$ cat config.mk
export PLATFORM = sky130hd
export DESIGN_NAME = pipeline_stall_sequencer
export DESIGN_NICKNAME = d
export VERILOG_FILES = /design/src/rtl/pipeline_stall_sequencer.sv
export SDC_FILE = /design/constraint.sdc
export NUM_CORES = 1
export LEC_CHECK = 0
export ABC_CLOCK_PERIOD_IN_PS = 2300
export CAP_MARGIN = 40
export CORE_MARGIN = 2
export CORE_UTILIZATION = 25
export CTS_CLUSTER_SIZE = 24
export DETAILED_ROUTE_END_ITERATION = 7
export GPL_TIMING_DRIVEN = 0
export PLACE_DENSITY = 0.61
export SLEW_MARGIN = 20
export SYNTH_ARGS = -nofsm -noshare
export SYNTH_HDL_FRONTEND = slang
export SYNTH_SLANG_ARGS = --single-unit
$ cat constraint.sdc
create_clock -name clk -period 2.3 [get_ports clk]
set_input_delay 0.46 -clock clk [delete_from_list [all_inputs] [get_ports clk]]
set_output_delay 0.46 -clock clk [all_outputs]
set_load 0.03 [all_outputs]
$ cat src/rtl/pipeline_stall_sequencer.sv
// Central stall/flush sequencer for the 5-stage MIPS pipeline. It merges the
// load-use, branch-flush and data-memory-wait requests into one set of enables.
module pipeline_stall_sequencer #(
  parameter int MAX_WAIT = 15,
  parameter int WAIT_W   = 4,
  parameter int CNT_W    = 16
) (
  input  logic             clk,
  input  logic             reset_n,
  input  logic             EX_MemoryRead,
  input  logic [4:0]       EX_rt,
  input  logic [4:0]       ID_rs,
  input  logic [4:0]       ID_rt,
  input  logic [5:0]       ID_Op,
  input  logic             BranchTaken,
  input  logic             MEM_Access,
  input  logic             MEM_Ready,
  input  logic             ErrAck,
  output logic             PC_WriteEnable,
  output logic             IFID_WriteEnable,
  output logic             IFID_Flush,
  output logic             IDEX_Bubble,
  output logic             Pipe_Hold,
  output logic             MemTimeout,
  output logic [CNT_W-1:0] StallCycles
);

  typedef enum logic [1:0] {
    RUN      = 2'd0,
    MEM_WAIT = 2'd1,
    ERR      = 2'd2
  } state_t;

  typedef enum logic [1:0] {
    MODE_NORMAL = 2'd0,
    MODE_FLUSH  = 2'd1,
    MODE_STALL  = 2'd2,
    MODE_FREEZE = 2'd3
  } mode_t;

  // ID opcodes whose rt field is a destination, so it cannot create a load-use hazard
  localparam logic [5:0]        OP_LW       = 6'b100011;
  localparam logic [5:0]        OP_XORI     = 6'b001110;
  localparam logic [WAIT_W-1:0] LP_MAX_WAIT = WAIT_W'(MAX_WAIT);

  state_t            r_state;
  state_t            w_state_next;
  logic [WAIT_W-1:0] r_wait_cnt;
  logic [WAIT_W-1:0] w_wait_cnt_next;
  logic [CNT_W-1:0]  r_stall_cnt;

  mode_t             w_mode;
  mode_t             w_release_mode;
  logic              w_rt_is_dest;
  logic              w_load_use;
  logic              w_pc_we;
  logic              w_ifid_we;
  logic              w_ifid_flush;
  logic              w_idex_bubble;
  logic              w_pipe_hold;

  assign w_rt_is_dest = (ID_Op == OP_LW) | (ID_Op == OP_XORI);
  assign w_load_use   = EX_MemoryRead & (EX_rt != 5'd0) &
                        ((EX_rt == ID_rs) | ((EX_rt == ID_rt) & ~w_rt_is_dest));

  // Mode used whenever memory is not holding the pipe: load-use beats branch flush
  assign w_release_mode = w_load_use  ? MODE_STALL :
                          BranchTaken ? MODE_FLUSH : MODE_NORMAL;

  always_ff @(posedge clk or negedge reset_n) begin
    if (!reset_n) begin
      r_state    <= RUN;
      r_wait_cnt <= '0;
    end else begin
      r_state    <= w_state_next;
      r_wait_cnt <= w_wait_cnt_next;
    end
  end

  always_comb begin
    w_state_next    = r_state;
    w_wait_cnt_next = r_wait_cnt;
    w_mode          = w_release_mode;
    case (r_state)
      RUN: begin
        if (MEM_Access & ~MEM_Ready) begin
          w_mode          = MODE_FREEZE;
          w_state_next    = MEM_WAIT;
          w_wait_cnt_next = WAIT_W'(1);
        end
      end
      MEM_WAIT: begin
        if (MEM_Ready) begin
          w_state_next    = RUN;
          w_wait_cnt_next = '0;
        end else begin
          w_mode = MODE_FREEZE;
          if (r_wait_cnt >= LP_MAX_WAIT) begin
            w_state_next = ERR;
          end else begin
            w_wait_cnt_next = r_wait_cnt + WAIT_W'(1);
          end
        end
      end
      ERR: begin
        // MEM_Ready is deliberately ignored; only an acknowledge leaves ERR
        w_mode = MODE_FREEZE;
        if (ErrAck) begin
          w_state_next    = RUN;
          w_wait_cnt_next = '0;
        end
      end
      default: begin
        w_mode          = MODE_FREEZE;
        w_state_next    = RUN;
        w_wait_cnt_next = '0;
      end
    endcase
  end

  always_comb begin
    w_pc_we       = 1'b1;
    w_ifid_we     = 1'b1;
    w_ifid_flush  = 1'b0;
    w_idex_bubble = 1'b0;
    w_pipe_hold   = 1'b0;
    case (w_mode)
      MODE_FREEZE: begin
        w_pc_we     = 1'b0;
        w_ifid_we   = 1'b0;
        w_pipe_hold = 1'b1;
      end
      MODE_STALL: begin
        w_pc_we       = 1'b0;
        w_ifid_we     = 1'b0;
        w_idex_bubble = 1'b1;
      end
      MODE_FLUSH: begin
        w_ifid_flush = 1'b1;
      end
      default: begin
      end
    endcase
    // Reset holds the whole pipe immediately, without waiting for a clock
    if (!reset_n) begin
      w_pc_we       = 1'b0;
      w_ifid_we     = 1'b0;
      w_ifid_flush  = 1'b0;
      w_idex_bubble = 1'b0;
      w_pipe_hold   = 1'b1;
    end
  end

  always_ff @(posedge clk or negedge reset_n) begin
    if (!reset_n) begin
      r_stall_cnt <= '0;
    end else if (!w_pc_we && (r_stall_cnt != {CNT_W{1'b1}})) begin
      r_stall_cnt <= r_stall_cnt + CNT_W'(1);
    end
  end

  assign PC_WriteEnable   = w_pc_we;
  assign IFID_WriteEnable = w_ifid_we;
  assign IFID_Flush       = w_ifid_flush;
  assign IDEX_Bubble      = w_idex_bubble;
  assign Pipe_Hold        = w_pipe_hold;
  assign MemTimeout       = reset_n & (r_state == ERR);
  assign StallCycles      = r_stall_cnt;

endmodule
==> impl_metrics.json, run 1 <==
{
  "status": "finished, final reports clean",
  "power.leakage_uw": 0.000823,
  "gp_congestion": 0.751,
  "ir_drop_uv": 592,
  "wl_per_cell_um": 11.9,
  "max-slew-margin-rel_pct": 72.5,
  "highest_layer": "met4",
  "period_minus_slack_ps": 2230,
  "areaGrowthSynthToFinish_pct": 52.5,
  "setup_ws_ps": 73.1,
  "grt-ovfl-total": 0,
  "routed-wl-met3_um": 100,
  "cts_tree": "built",
  "pwr-share-clk_pct": 20.7,
  "drc": 0,
  "cts_max_level": 1,
  "syn_inst": 126,
  "hold_viol": 0,
  "p_comb_share_pct": 38.7,
  "antenna_found_initial": 0,
  "layout_common_cells": "clkdlybuf4s50_1, dfrtp_1, xnor2_1, dlygate4sd2_1",
  "maxCapViolCount": 0,
  "clock_sinks": 22,
  "clk_latency_ps": 260,
  "grt_pass1_vias": 1021,
  "cts.clk_slew.worst_paths_ps": 80,
  "synth_seq_area_share_pct": 43.1,
  "max_freq_mhz": 449,
  "start_kind": "input pin",
  "viasPerCell": 4.51,
  "cp-end-kind": "primary output",
  "met1_length_um": 1400,
  "cts_made_buffers": 3,
  "ff2ff_path_depth": 8,
  "synth_warnings": 0,
  "power.density_mw_per_mm2": 678,
  "worst_pin_slew_ps": 413,
  "rrSetupSlack_ps": 380,
  "p_seq_share_pct": 40.6,
  "row_count": 26,
  "internal_power_uw": 858,
  "port_buffers": 49,
  "crit_required_ps": 1840,
  "die_w_um": 75.5,
  "cts.path.max_buffers": 2,
  "final_antenna_net_count": 0,
  "syn-cell-area_mm2": 0.00128,
  "worstPathMaxFanout": 3,
  "total_power_uw": 1320,
  "r2r_start": "StallCycles[0]$_DFFE_PN0P_",
  "dieArea_mm2": 0.00570,
  "hp-class": "in -> async",
  "grt_pass1_wl_um": 4840,
  "setup_violations": 0,
  "cp.arrival_ps": 1770,
  "p_sw_uw": 465,
  "firstDrtPassIters": 4,
  "switching_share_pct": 35.2,
  "slew_viol_final": 0,
  "critPathKind": "in -> out",
  "drive_gt1_share_pct": 18.0,
  "wl_met2_um": 1510,
  "fin_nets": 214,
  "dr.first_iter.drc_count": 17,
  "track_usage_pct": 10.9,
  "die-height_um": 75.5,
  "ys_ff_latch": 22,
  "grt_max_degree": 17,
  "core_area_mm2": 0.00501,
  "num_vias": 1142,
  "yosysUniqueCellTypes": 33,
  "cts_root_buffer": "clkbuf_8",
  "wirelength_um": 3020,
  "fin_skew_ps": 2.57,
  "final_common_cell": "clkdlybuf4s50_1",
  "io_pins": 50,
  "period_share_pct": 96.8,
  "place.detailed.hpwl_um": 2370,
  "antenna_cells": 0,
  "avgSynthCellArea_um2": 10.1,
  "hold_buffers": 0,
  "place_ws_ps": -1020,
  "r2r-end": "StallCycles[8]$_DFFE_PN0P_",
  "start_util_pct": 25.5,
  "syn-num-nets": 156
}
## Yosys cell counts (all sizes together)
master,count,area [um2]
and2,3,18.8
o21a,1,15.0
or4,1,7.51
nand2,9,33.8
and3,7,43.8
a221oi,1,8.76
a21oi,8,40.0
mux2,1,11.3
o21ai,4,20.0
inv,2,7.51
xnor2,18,158
nand3,9,45.0
nor2,5,18.8
nor4bb,3,30.0
o22ai,1,6.26
buf,2,18.8
a22o,2,18.8
and4,2,17.5
a2111oi,1,8.76
a221o,1,10.0
nand4,5,31.3
dfrtp,22,551
a31oi,1,21.3
nand2b,1,6.26
a32o,1,10.0
nor2b,2,12.5
ha,2,25.0
nor3,3,15.0
xor2,7,61.3
nor3b,1,7.51
## critical path: stages
cell	delay (ps)
buf_2	120
or4_4	540
o21ai_4	160
a21oi_2	60
nor2_2	140
and2_4	160
buf_6	120
## per-layer routing
| layer | GRT usage (%) | vias up |
|---|---|---|
| met5 | 0 | - |
| met4 | 2.34 | 0 |
| met3 | 1.59 | 2 |
| met2 | 16.8 | 20 |
| met1 | 16.2 | 547 |
| li1 | - | 573 |
## cell families after synthesis
kind of cell,count (synthesis),synth area share [%]
and+or+nand+nor,51,22.5
xor gates and xnor gates,25,17.1
muxes,1,0.881
adders and majority gates,2,1.96
buffers and inverters,4,2.06
DFF,22,43.1
AOI/OAI and AO/OA,21,12.4
## repair_timing
action                     CTS  global route
setup endpoints to repair   22             3
pin swaps                   13             9
resized for setup           63            12
setup buffers                3             0
## area by class of cell
type                       count  area (um2)
sequential                    22         551
timing repair buffer          53         488
inverter                       2        7.51
fill                         523        3060
clock buffer                   4        55.1
multi-input combinational    100         743
buffer                         2        18.8
tap                           70        87.6
## power groups by stage
stage | clock (uW) | sequential [uW] | combinational (uW)
global route | 305 | 555 | 553
finish | 274 | 537 | 512
floorplan | 0 | 650 | 180
detailed placement | 0 | 545 | 519
CTS | 289 | 538 | 518
global placement | 0 | 545 | 511
## worst max-delay path by stage
stage | from | cells after the start | end
after floorplan | EX_rt[1] | 5 | IFID_Flush
after global placement | reset_n | 7 | IFID_Flush
after detailed placement | reset_n | 8 | IFID_Flush
after CTS | EX_rt[1] | 7 | IFID_Flush
after global routing | ID_Op[2] | 8 | IFID_Flush
final | EX_rt[4] | 7 | IFID_Flush
## per-stage QoR
stage / instances / hold slack, ps / util (%) / instance area (um2) / TNS (ps)
floorplan: 126 / 164 / - / 1280 / 0
global placement: 245 / 495 / 37.1 / 1860 / -18870
detailed placement: 246 / 502 / 37.4 / 1880 / -11380
CTS: 253 / 40.6 / 38.6 / 1940 / 0
global route: 253 / 30.5 / 38.9 / 1950 / -1.22
finish: 253 / 35.6 / 38.9 / 1950 / 0
## flip-flops by register name, indices dropped and copies added, names as in the netlist
signal and cells:
StallCycles 16, r_wait_cnt 4, r_state 2
No activity file was read; power rests on OpenSTA's default activity.
==> inputs of run 2 (changes only) <==
--- a/config.mk
+++ b/config.mk
@@ -7,6 +7,7 @@
 export LEC_CHECK = 0
 export ABC_CLOCK_PERIOD_IN_PS = 2300
 export CAP_MARGIN = 40
+export CORE_ASPECT_RATIO = 0.75
 export CORE_MARGIN = 2
 export CORE_UTILIZATION = 25
 export CTS_CLUSTER_SIZE = 24
==> run 2 against run 1 <==
  * Critical path depth down 2
  * Fmax up 0.65%
  * Setup slack better by 14 ps
  * Clock power up 33%
  * Final area up 4.1%
  * First-iteration DRC count rose to 3.8 times the previous value
  * Utilization up 2.5 points
  * Global-route usage down 0.21 points
  * Register-to-register slack about the same
  * Sequential cell count unchanged
  * Largest cell class unchanged
  * Largest power group unchanged
==> impl_metrics.json, run 2 (synthesized netlist as in run 1, its figures left out) <==
{
  "status": "finished, final reports clean",
  "clk_latency_ps": 260,
  "row_count": 22,
  "cts_root_buffer": "clkbuf_8",
  "io_pins": 50,
  "placed_area_mm2": 0.00186,
  "final_util_pct": 41.4,
  "areaGrowthSynthToFinish_pct": 58.8,
  "antenna_found_initial": 0,
  "maxCapViolCount": 0,
  "slew_viol_final": 0,
  "grt_pass1_vias": 1111,
  "cts_made_buffers": 3,
  "ir_drop_uv": 269,
  "dr.first_iter.drc_count": 64,
  "start_util_pct": 26.1,
  "setup_tns_ps": 0,
  "viasPerCell": 4.71,
  "antenna_cells": 0,
  "max-slew-margin-rel_pct": 75.2,
  "power.density_mw_per_mm2": 700,
  "crit_required_ps": 1840,
  "final_common_cell": "clkdlybuf4s50_1",
  "wirelength_um": 2920,
  "layout_common_cells": "clkdlybuf4s50_1, dfrtp_1, xnor2_1, buf_4",
  "drc": 0,
  "hold_buffers": 0,
  "power.leakage_uw": 0.000879,
  "clock_sinks": 22,
  "track_usage_pct": 10.7,
  "fill_cells": 476,
  "stdcell_count": 250,
  "grt_pass1_wl_um": 4820,
  "worstPathMaxFanout": 4,
  "cts_max_level": 1,
  "dieArea_mm2": 0.00571,
  "max_freq_mhz": 452,
  "core_area_mm2": 0.00490,
  "cts.clk_slew.worst_paths_ps": 80,
  "fin_skew_ps": 4.58,
  "wl_per_cell_um": 11.7,
  "final_antenna_net_count": 0,
  "place.detailed.hpwl_um": 2270,
  "cts.path.max_buffers": 2,
  "gp_congestion": 0.730,
  "cts_tree": "built",
  "die_w_um": 86.6,
  "largest_reg_flops": 16,
  "die-height_um": 65.9,
  "grt_max_degree": 16,
  "hp-class": "in -> async",
  "design_area_mm2": 0.00203,
  "period_minus_slack_ps": 2210,
  "setup_violations": 0,
  "port_buffers": 49,
  "period_share_pct": 96.2,
  "firstDrtPassIters": 4,
  "fin_nets": 221,
  "critPathKind": "in -> out",
  "placed_cells_incl_taps": 236,
  "total_power_uw": 1420,
  "grt-ovfl-total": 0,
  "cp.arrival_ps": 1750,
  "start_kind": "input pin",
  "hold_viol": 0,
  "worst_pin_slew_ps": 363,
  "num_vias": 1178,
  "drive_gt1_share_pct": 21.6,
  "cp-end-kind": "primary output"
}
[run 2: what timing repair did]
| item | in CTS | in global routing |
|---|---|---|
| setup endpoints to repair | 22 | 12 |
| pin swaps | 12 | 12 |
| buffers inserted | 7 | 3 |
| gates resized for setup | 63 | 17 |
| cloned | 0 | 0 |
[run 2: power breakdown]
part	switching, uW	internal (uW)
clock	131	233
combinational	261	260
sequential	81.0	456
[run 2: area by class of cell]
| class | count | area [um2] | share of cell area [%] |
|---|---|---|---|
| sequential | 22 | 551 | 27.1 |
| multi-input combinational | 100 | 767 | 37.8 |
| tap | 60 | 75.1 | 3.70 |
| clock buffer | 3 | 41.3 | 2.03 |
| clock inverter | 1 | 30.0 | 1.48 |
| inverter | 2 | 7.51 | 0.370 |
| timing repair buffer | 60 | 541 | 26.6 |
| buffer | 2 | 18.8 | 0.924 |
[run 2: path summary, 6_finish.rpt]
check	slack, ps	to	depth (start not counted)	from
max in group asynchronous	1940	StallCycles[4]$_DFFE_PN0P_	2	reset_n
min in group clk	500	StallCycles[14]$_DFFE_PN0P_	1	StallCycles[14]$_DFFE_PN0P_
worst max register to register	370	StallCycles[1]$_DFFE_PN0P_	6	StallCycles[7]$_DFFE_PN0P_
worst max-delay path	90	Pipe_Hold	5	MEM_Access
worst min-delay path	30	StallCycles[10]$_DFFE_PN0P_	1	reset_n
worst min register to register	500	StallCycles[14]$_DFFE_PN0P_	1	StallCycles[14]$_DFFE_PN0P_
[run 2: critical path, stage by stage]
cell and delay (ps):
clkdlybuf4s50_1 510, nor2_1 70, o21a_4 220, inv_1 80, dlygate4sd2_1 410
[run 2: stage by stage]
step                      hold WS (ps)  worst slack [ps]
after floorplan                    164              31.4
after global placement             484             -1300
after detailed placement           482             -1060
after CTS                         46.1              7.47
after global routing              25.4             -22.4
final                             34.9              87.4
[run 2: per-layer routing]
metal  routed length (um)  track usage, %  vias to the layer above
li1                     -               -                      582
met1                 1380            13.7                      553
met2                 1250            16.4                       43
met3                  289            5.37                        0
met4                    0            1.76                        0
met5                    0               0                        -
==> RTL edit 1 (flow settings as in run 1) <==
Make the reset (`reset_n`) synchronous in 2 clocked blocks.
--- a/src/rtl/pipeline_stall_sequencer.sv
+++ b/src/rtl/pipeline_stall_sequencer.sv
@@ -67,7 +67,7 @@
   assign w_release_mode = w_load_use  ? MODE_STALL :
                           BranchTaken ? MODE_FLUSH : MODE_NORMAL;
 
-  always_ff @(posedge clk or negedge reset_n) begin
+  always_ff @(posedge clk) begin
     if (!reset_n) begin
       r_state    <= RUN;
       r_wait_cnt <= '0;
@@ -151,7 +151,7 @@
     end
   end
 
-  always_ff @(posedge clk or negedge reset_n) begin
+  always_ff @(posedge clk) begin
     if (!reset_n) begin
       r_stall_cnt <= '0;
     end else if (!w_pc_we && (r_stall_cnt != {CNT_W{1'b1}})) begin
Check against the original RTL: differs if reset_n is asserted again (counterexample within 4 cycles, from zero or initial values and one cycle with reset_n low); with reset_n held inactive, the same outputs for 10 cycles.
==> RTL edit 1 against run 1 <==
  * Fmax is essentially flat
  * Critical path type unchanged
  * Critical endpoint unchanged
  * Via count grew 26%
  * Wire length grew 27%
  * Synthesized area grew 4.1%
  * Sequential cell count is the same
  * Worst setup slack lost 1.2 ps
  * Design area grew 3.3%
Power is not compared: it rests on default switching activity, and its combinational part moved more than twofold at a synthesized area within 25%.
==> RTL edit 1: results <==
[critical_path]
r2r_slack_ps = 300
startpoint = "ID_rt[4]"
r2r-end = "StallCycles[3]"
crit_end = "IFID_Flush"
crit_arrival_ps = 1770
crit-reg2reg-launch = "StallCycles[2]"
end_kind = "output pin"
reg2reg_depth = 7

[logic_synthesis]
synthFlopType = "dfxtp_1"
synthCells = 168
yosysWarnings = 0
yosysSeqAreaShare_pct = 33.08
synth.area.top_cells = "dfxtp_1 (33%), a21oi_1 (6.4%), nand2_1 (3.9%), xnor2_1 (3.9%), xor2_1 (3.9%)"
synth_compound_area_share_pct = 22.84
synthXorXnorAreaFrac_pct = 7.895
synth_cell_types = 40
yosys-top-cells-count = "dfxtp_1 (22), a21oi_1 (17), nand2_1 (14)"
syn_nets = 198
ys_async_sr_fraction_pct = 0
synth_mux_area_share_pct = 0.7519
synth_edf_count = 0
synthAdderAreaFrac_pct = 1.880

[power]
ir_drop_uv = 225.7

[final_layout]
nNetsFinal = 256
largest_register_ffs = 16
antenna_cells = 0
fillers = 551
drive_gt1_share_pct = 15.63
stdcell_count = 294

[grt]
grt_max_degree = 12
grtUsageMet1_pct = 17.36
grt_use_met3_pct = 3.059
grtUsageMet2_pct = 21.84
grt_pass1_vias = 1338
grt_pass1_wl_um = 6444
grt_antenna_before_repair = 0
track_usage_pct = 13.00

[clock_network]
clk_pin_slew_ps = 80
clockRootBuffer = "clkbuf_8"
htree_levels = 1

[route]
dr_wl_met2_um = 1859
highest_layer = "met4"
drt-met1-wl_um = 1840
routedWlPerCell_um = 13.02
num_vias = 1439
drt-initial-drc-count = 32
drt_pass1_iterations = 4
wl_met3_um = 118

[worst_hold_path]
hold_start = "r_wait_cnt[1]"
hold_path.class = "reg -> reg"
whs_endpoint = "r_wait_cnt[1]"

[place]
hpwl_um = 2870
gp_congestion = 0.8418

[timing]
worstMarginPinSlew_ps = 901.0
skew_ps = 2.689
hold_ws_ps = 496.8

[outcome]
status = "finished clean"
-- RTL edit 1: cell types whose count changed after synthesis, sizes merged, moves of 3 or more --
cell / before / now
dfrtp: 22 / 0
dfxtp: 0 / 22
xnor2: 18 / 6
a21oi: 8 / 18
o21ai: 4 / 12
or3: 0 / 7
nand2: 9 / 14
nor3: 3 / 8
o41ai: 0 / 5
and3: 7 / 3
nand3b: 0 / 4
a211oi: 0 / 3
inv: 2 / 5
nor2: 5 / 8
-- RTL edit 1: repair_timing --
item | 4_1_cts | 5_1_grt
setup endpoints to repair | 7 | 15
endpoints found under the hold margin | 0 | 0
setup buffers | 4 | 0
gates cloned | 0 | 0
resized for setup | 61 | 13
pin swaps | 12 | 7
-- RTL edit 1: power groups by stage --
stage / Clock, mW / Combinational (mW) / Sequential, mW
after floorplan: 0 / 0.0938 / 0.420
after global placement: 0 / 0.201 / 0.409
after detailed placement: 0 / 0.203 / 0.409
after CTS: 0.254 / 0.204 / 0.400
after global routing: 0.271 / 0.222 / 0.403
final: 0.243 / 0.205 / 0.400
-- RTL edit 1: area by class of cell --
cell class | instances | area share [%]
buffer | 5 | 1.552
inverter | 6 | 1.179
multi-input combinational | 135 | 45.07
tap | 70 | 4.345
sequential | 22 | 21.85
timing repair buffer | 53 | 23.96
clock buffer | 3 | 2.048
-- RTL edit 1: through the flow --
step                cell area [um^2]  worst slack [ps]  TNS, ps  total power [mW]
finish                          2016             71.86        0            0.8487
global route                    2016             2.618        0            0.8960
CTS                             1983             19.97        0            0.8580
detailed placement              1913            -890.2    -7807            0.6118
global placement                1913            -870.5    -7756            0.6105
floorplan                       1335             29.56        0            0.5141
-- RTL edit 1: critical path: stages --
cell and delay [ps]:
dlygate4sd2_1 240, xor2_1 170, nor3_2 190, nand4_1 180
a21oi_2 190, nor2_2 60, and2_4 150, buf_6 130
==> RTL edit 2 (flow settings as in run 1) <==
Made on the original files. Set the parameter `MAX_WAIT` to 8 (it was 15).
--- a/src/rtl/pipeline_stall_sequencer.sv
+++ b/src/rtl/pipeline_stall_sequencer.sv
@@ -1,7 +1,7 @@
 // Central stall/flush sequencer for the 5-stage MIPS pipeline. It merges the
 // load-use, branch-flush and data-memory-wait requests into one set of enables.
 module pipeline_stall_sequencer #(
-  parameter int MAX_WAIT = 15,
+  parameter int MAX_WAIT = 8,
   parameter int WAIT_W   = 4,
   parameter int CNT_W    = 16
 ) (
Formal check against the unedited RTL: not equivalent (a bounded check fails within 10 cycles, from zero or initial values and one cycle with reset_n low).
==> RTL edit 2 against run 1 <==
  * Sequential cell count is the same
  * Wire length decreased by 0.53%
  * Global-route usage decreased by 0.17 points
  * Synthesized area is 6.2% higher
  * Sequential power up 4.1%
  * Worst setup slack worse by 1.4 ps
  * First-iteration DRC count increased to 2.6 times the old value
  * Combinational power grew 7.0%
  * Die area rose by 5.8%
  * Power is 11% higher
  * Design area rose by 6.2%
  * Register-to-register slack improved by 60 ps
  * Fmax hardly changed
  * Critical endpoint unchanged
  * Largest cell class unchanged
  * Highest routed layer unchanged
==> RTL edit 2: results <==
[logic_synthesis]
synthAdderAreaFrac_pct = 2.765
yosys-top-cells-count = "dfrtp_1 (22), xnor2_1 (17), nand2_1 (12)"
synth.area.top_cells = "dfrtp_1 (41%), xnor2_1 (11%), xor2_1 (5.2%), nand2_1 (3.3%), ha_1 (2.8%)"
synth_compound_area_share_pct = 10.14
synth_cell_types = 43
yosysWarnings = 0
synthXorXnorAreaFrac_pct = 16.13
yosysSeqAreaShare_pct = 40.55
ys_async_sr_fraction_pct = 100.0
syn_nets = 163
synth_mux_area_share_pct = 2.673

[final_layout]
nNetsFinal = 225
fillers = 527
drive_gt1_share_pct = 26.42

[place]
placed_area_mm2 = 0.001951
gp_congestion = 0.7523
hpwl_um = 2322

[grt]
grt_pass1_wl_um = 5230
track_usage_pct = 10.72
grt_use_met3_pct = 2.326
grtUsageMet1_pct = 13.74
grt_max_degree = 16
grt_pass1_vias = 1152
grtUsageMet2_pct = 17.24

[timing]
worstMarginPinSlew_ps = 507.1
skew_ps = 7.604

[die]
fp-row-count = 26

[route]
wl_met3_um = 163
vias_per_cell = 4.376
drt_pass1_iterations = 4
dr_wl_met2_um = 1412
drt-met1-wl_um = 1397
postRouteWirelength_um = 3006
drt-initial-drc-count = 44

[critical_path]
worst-path-max-fanout = 4
cp_slowest_cell = "or4_4"
crit_family = "simple AND/OR/NAND/NOR gates"
r2r_slack_ps = 440
slowest_delay_ps = 540

[power]
power_per_cell_area_mw_per_mm2 = 707.3
ir_drop_uv = 390.8
p_leak_nw = 0.9313

[clock_network]
clock_path_buffers = 2

[outcome]
status = "finished clean"
RTL edit 2: report_power, final:
part           total (mW)  internal, mW  switching (mW)
logic               0.548         0.263           0.285
registers           0.559         0.459           0.100
clock network       0.359         0.232           0.126
RTL edit 2: repair_timing:
item                       4_1_cts  5_1_grt
setup endpoints to repair       17       10
cloned                           0        0
gates resized for setup         62       26
pin swaps                       11       15
setup buffers                    6        1
RTL edit 2: path summary, 6_finish.rpt:
check,startpoint,end,cells past startpoint
max,EX_rt[3],IFID_Flush,7
min,reset_n,StallCycles[0],1
max reg2reg,StallCycles[0],StallCycles[12],6
min reg2reg,StallCycles[8],StallCycles[8],1
max in group asynchronous,reset_n,r_wait_cnt[0],2
min in group clk,StallCycles[8],StallCycles[8],1
RTL edit 2: cell families (layout without fill, tap and decap cells):
kind of cell,count (synthesis),after routing
buffers and inverters,8,69
XOR/XNOR,25,25
adder cells (fa/ha/maj),3,3
AO/OA/AOI/OAI,17,17
multiplexers,3,3
flip-flops,22,22
AND/OR/NAND/NOR,54,54
RTL edit 2: area by class of cell:
type / count / share of cell area (%)
timing repair buffer: 57 / 25.48
tap: 70 / 4.227
sequential: 22 / 26.57
buffer: 4 / 1.389
clock buffer: 3 / 1.993
clock inverter: 1 / 1.449
multi-input combinational: 102 / 38.16
inverter: 4 / 0.7246
RTL edit 2: stage by stage:
| step | setup TNS [ps] | instances | hold WS [ps] | worst slack, ps |
|---|---|---|---|---|
| 6_report | 0 | 263 | 45.56 | 71.67 |
| 5_1_grt | -3.068 | 263 | 49.63 | -3.068 |
| 4_1_cts | 0 | 262 | 153.6 | 2.479 |
| 3_5_place_dp | -10080 | 252 | 484.0 | -1011 |
| 3_3_place_gp | -17440 | 251 | 480.0 | -1364 |
| 2_1_floorplan | 0 | 132 | 164.4 | 62.62 |
